--- src/rtl/led_bank_arbiter.sv ---
// led_bank_arbiter: round-robin sharing of a 4-LED bank among 4 requesters,
// with a tick-based hold limit, a one-cycle gap between owners and a heartbeat.
module led_bank_arbiter #(
    parameter int TICK_DIV = 6000000,
    parameter int MAX_HOLD = 4
) (
    input  logic        clk,
    input  logic        rst,
    input  logic [3:0]  req,
    input  logic [15:0] req_data,
    output logic [3:0]  grant,
    output logic [3:0]  led_out,
    output logic        heartbeat,
    output logic        busy
);
    localparam int CW = $clog2(TICK_DIV);
    localparam int HW = $clog2(MAX_HOLD + 1);
    typedef enum logic [1:0] {IDLE, OWN, GAP} state_t;
    state_t        state_q;
    logic [CW-1:0] cnt_q;
    logic [HW-1:0] hold_q;
    logic [1:0]    ptr_q, owner_q, win;
    logic [3:0]    grant_q, led_q;
    logic          hb_q, busy_q, tick, others, hold_max;
    assign tick     = cnt_q == CW'(TICK_DIV - 1);
    assign others   = |(req & ~(4'b0001 << owner_q));
    assign hold_max = hold_q == HW'(MAX_HOLD);
    assign grant     = grant_q;
    assign led_out   = led_q;
    assign heartbeat = hb_q;
    assign busy      = busy_q;
    // Descending scan so the nearest index after ptr is the last (winning) assignment.
    always_comb begin
        win = ptr_q;
        for (int k = 4; k >= 1; k--)
            if (req[ptr_q + 2'(k)]) win = ptr_q + 2'(k);
    end
    always_ff @(posedge clk) begin
        if (rst) begin
            cnt_q <= '0;
            hb_q  <= 1'b0;
        end else begin
            cnt_q <= tick ? '0 : cnt_q + 1'b1;
            hb_q  <= hb_q ^ tick;
        end
    end
    always_ff @(posedge clk) begin
        if (rst) begin
            state_q <= IDLE;
            grant_q <= '0;
            led_q   <= '0;
            busy_q  <= 1'b0;
            hold_q  <= '0;
            ptr_q   <= 2'd3;
            owner_q <= 2'd0;
        end else begin
            case (state_q)
                IDLE: begin
                    if (|req) begin
                        state_q <= OWN;
                        grant_q <= 4'b0001 << win;
                        owner_q <= win;
                        ptr_q   <= win;
                        led_q   <= req_data[4*win +: 4];
                        busy_q  <= 1'b1;
                        hold_q  <= '0;
                    end else begin
                        grant_q <= '0;
                        led_q   <= '0;
                        busy_q  <= 1'b0;
                    end
                end
                OWN: begin
                    if (!req[owner_q] || (hold_max && others)) begin
                        state_q <= GAP;
                        grant_q <= '0;
                        led_q   <= '0;
                        busy_q  <= 1'b0;
                    end else begin
                        led_q <= req_data[4*owner_q +: 4];
                        if (tick && !hold_max) hold_q <= hold_q + 1'b1;
                    end
                end
                GAP: state_q <= IDLE;
                default: state_q <= IDLE;
            endcase
        end
    end
endmodule

--- config.mk ---
export PLATFORM = sky130hd
export DESIGN_NAME = led_bank_arbiter
export DESIGN_NICKNAME = d
export VERILOG_FILES = /design/src/rtl/led_bank_arbiter.sv
export SDC_FILE = /design/constraint.sdc
export NUM_CORES = 1
export LEC_CHECK = 0
export CAP_MARGIN = 10
export CELL_PAD_IN_SITES_DETAIL_PLACEMENT = 2
export CELL_PAD_IN_SITES_GLOBAL_PLACEMENT = 2
export CORE_MARGIN = 2
export CORE_UTILIZATION = 35
export CTS_CLUSTER_SIZE = 24
export DETAILED_ROUTE_END_ITERATION = 10
export DONT_BUFFER_PORTS = 1
export HOLD_SLACK_MARGIN = 0.15
export PLACE_DENSITY_LB_ADDON = 0.1
export SLEW_MARGIN = 20
export SYNTH_ARGS = -nofsm -noshare
export SYNTH_HDL_FRONTEND = slang
export SYNTH_SLANG_ARGS = --single-unit
--- constraint.sdc ---
create_clock -name clk -period 2 [get_ports clk]
set_input_delay 0.1 -clock clk [delete_from_list [all_inputs] [get_ports clk]]
set_output_delay 0.1 -clock clk [all_outputs]
set_load 0.005 [all_outputs]
==> impl_metrics.yaml <==
global_routing:
  grt_start_max_net_pins: 24
  grt_antenna_before_repair: 0
  grt_pass1_vias: 2257
  overflow: 0
  grt_util_all_layers_pct: 20.2
  grt_pass1_wl_um: 11300
clock_network:
  clkTransAtPathRegs_ns: 0.08
  cts_inserted_buffers: 5
  cts_tree: "built"
  htree_levels: 2
  clock_latency_ns: 0.30
  cts_max_path_buffers: 2
  postCtsSetupRepairBufs: 0
  clock-sinks: 42
  cts-root-buf: "clkbuf_8"
worst_hold_path:
  hold_depth: 2
  min_path_type: "in2reg"
  hp-start: "rst"
  whs_endpoint: "led_out[3]"
logic_synthesis:
  synth_cell_types: 46
  syn_nets: 274
  yosys_register_bits: 42
  synth-edff-count: 0
  ys.flop_type: "dfxtp_1"
  seq_area_frac_synth_pct: 37.1
  synth_warnings: 0
  avgSynthCellArea_sq_um: 9.10
  syn_area_sq_um: 2270
  syn_inst: 249
  async_flop_share_pct: 0
floorplanning:
  coreArea_sq_um: 6310
  die-area_sq_um: 7130
  rows: 29
  io_pins: 32
  start_util_pct: 35.9
  fp.dieH_um: 84.5
  die_w_um: 84.5
timing:
  setup_viol_count_final: 0
  max_slew.worst_pin.slew_ns: 0.896
  finalHoldViolations: 0
  max_freq_ghz: 0.509
  rsz0062_at_grt: "yes"
  skew_ns: 0.00783
  relSlewSlack_pct: 40.0
  timing.final.crit_share_pct: 98.2
  post-route-min-period_ns: 1.96
  drv_slew: 0
routing:
  drc: 0
  drt-wirelength-per-cell_um: 19.4
  vias_per_cell: 5.69
  wl_met2_um: 3770
  wl_um: 6780
  routed.top_layer: "met4"
  ant_nets: 0
  drt-met1-wl_um: 2680
  dr.pass1.iters: 4
  vias: 1992
  met3_length_um: 263
  drtIter0Drc: 49
worst_setup_path:
  crit_fanout: 4
  reg2reg_depth: 5
  r2r-start: "owner_q[0]"
  r2r_slack_ns: 0.04
  criticalPathCategory: "reg2reg"
  required_ns: 2.22
  arrival_ns: 2.18
  reg2reg_to: "hold_q[2]"
  critPathLaunchType: "flip-flop"
  worstSetupEndpointType: "flip-flop"
cells_and_area:
  stdcell_area_sq_um: 2730
  area_growth_pct: 20.4
  final_util_pct: 43.2
  layout-drive-gt1-share_pct: 17.2
  antenna_cells: 0
  final_nets: 298
  layoutNonFillerInstCount: 350
place:
  postPlaceCellArea_sq_um: 2470
  io_buffer_count: 0
  place_inst: 334
  dp_hpwl_um: 4840
  place_congestion: 0.773
power:
  powerDensity_nw_per_um2: 778
  power.leakage_nw: 0.979
  ir_drop_uv: 353
job:
  max_cap_viol_count: 0
outcome:
  status: "completed"
[placed cells by master, fill, tap and decap left out, drive strengths merged, types with 5 or more instances in the layout]
master / synthesis / routed
nor3: 6 / 6
nand4b: 6 / 6
mux2i: 5 / 5
dfxtp: 42 / 42
nand3: 12 / 12
nand2: 13 / 13
xor2: 17 / 17
clkbuf: 11 / 6
a21oi: 6 / 6
nand2b: 5 / 5
o21ai: 6 / 6
xnor2: 5 / 5
nor2: 34 / 34
buf: 2 / 21
nand3b: 5 / 5
mux4: 5 / 5
nand4: 7 / 7
and3: 7 / 7
dlygate4sd3: 0 / 9
[repair_timing]
item / in CTS / in global routing
gates resized for setup: 2 / 12
pin swaps: 0 / 5
hold buffers: 9 / 0
endpoints found under the setup margin: 3 / 5
hold endpoints to repair: 21 / 0
[cell families (layout without fill, tap and decap cells)]
kind of cell               count (synthesis)  in the layout  share of synthesized area (%)
DFF                                       42             42                           37.1
buffers and inverters                     17             41                           3.20
muxes                                     11             11                           8.50
and+or+nand+nor                          116            116                           28.3
xor gates and xnor gates                  22             22                           8.50
AOI/OAI and AO/OA                         38             38                           12.8
adders and majority gates                  3              3                           1.66
[power breakdown]
group,total (mW),switching (mW),internal [mW],leakage [nW]
Sequential,0.951,0.0543,0.897,0.343
Clock,0.701,0.301,0.400,0.0573
Combinational,0.472,0.252,0.220,0.579
Total,2.12,0.607,1.52,0.979
[worst max path at each step]
| stage | from | slack [ns] | cells past startpoint | endpoint |
|---|---|---|---|---|
| 5_1_grt | owner_q[0] | -0.008 | 5 | hold_q[2] |
| 6_report | owner_q[0] | 0.04 | 5 | hold_q[2] |
| 3_5_place_dp | owner_q[0] | -0.04 | 5 | hold_q[1] |
| 2_1_floorplan | owner_q[0] | 0.008 | 6 | hold_q[1] |
| 3_3_place_gp | owner_q[0] | 0.02 | 5 | hold_q[1] |
| 4_1_cts | owner_q[0] | 0.0003 | 5 | hold_q[2] |
[registers in the layout, indices dropped and copies added (netlist names)]
name and count:
busy 1, cnt_q 23, grant 4, heartbeat 1, hold_q 3, led_out 4, owner_q 2, ptr_q 2
state_q 2
[routing by layer]
metal  vias up  global-route usage [%]
met4         0                    4.76
met3         5                    5.11
li1        964                       -
met5         -                       0
met2        29                    39.8
met1       994                    21.3
[critical path, stage by stage, from the launching register on]
cell	delay (ns)
dfxtp_2	0.34
or4_4	0.55
o2111ai_2	0.20
o21ai_2	0.09
or4_4	0.48
a211oi_2	0.22
[synth_stat cells, drive strengths merged, types with 6 or more instances]
| cell type | count | share of area (%) |
|---|---|---|
| nand4b | 6 | 2.3 |
| nand3 | 12 | 2.7 |
| nor2 | 34 | 5.6 |
| nand2 | 13 | 2.2 |
| a21oi | 6 | 1.3 |
| and3 | 7 | 1.9 |
| clkbuf | 11 | 1.8 |
| dfxtp | 42 | 37 |
| nor3 | 6 | 1.3 |
| nand4 | 7 | 1.9 |
| xor2 | 17 | 6.6 |
| o21ai | 6 | 1.5 |
[final cells by class]
class,instances,area [sq um]
clock buffer,6,82.6
clock inverter,1,30.0
fill,721,3580
inverter,4,15.0
multi-input combinational,190,1400
sequential,42,843
tap,77,96.3
timing repair buffer,30,260
[metrics by stage]
step	hold slack (ns)	setup slack, ns	TNS [ns]	power [mW]
3_3_place_gp	0.175	0.0178	0	1.39
2_1_floorplan	0.303	0.00754	0	1.24
6_report	0.166	0.0368	0	2.12
3_5_place_dp	0.175	-0.0422	-0.0722	1.40
4_1_cts	0.152	0.000338	0	2.14
5_1_grt	0.181	-0.00822	-0.00822	2.25
(Power assumes the default switching activity.)
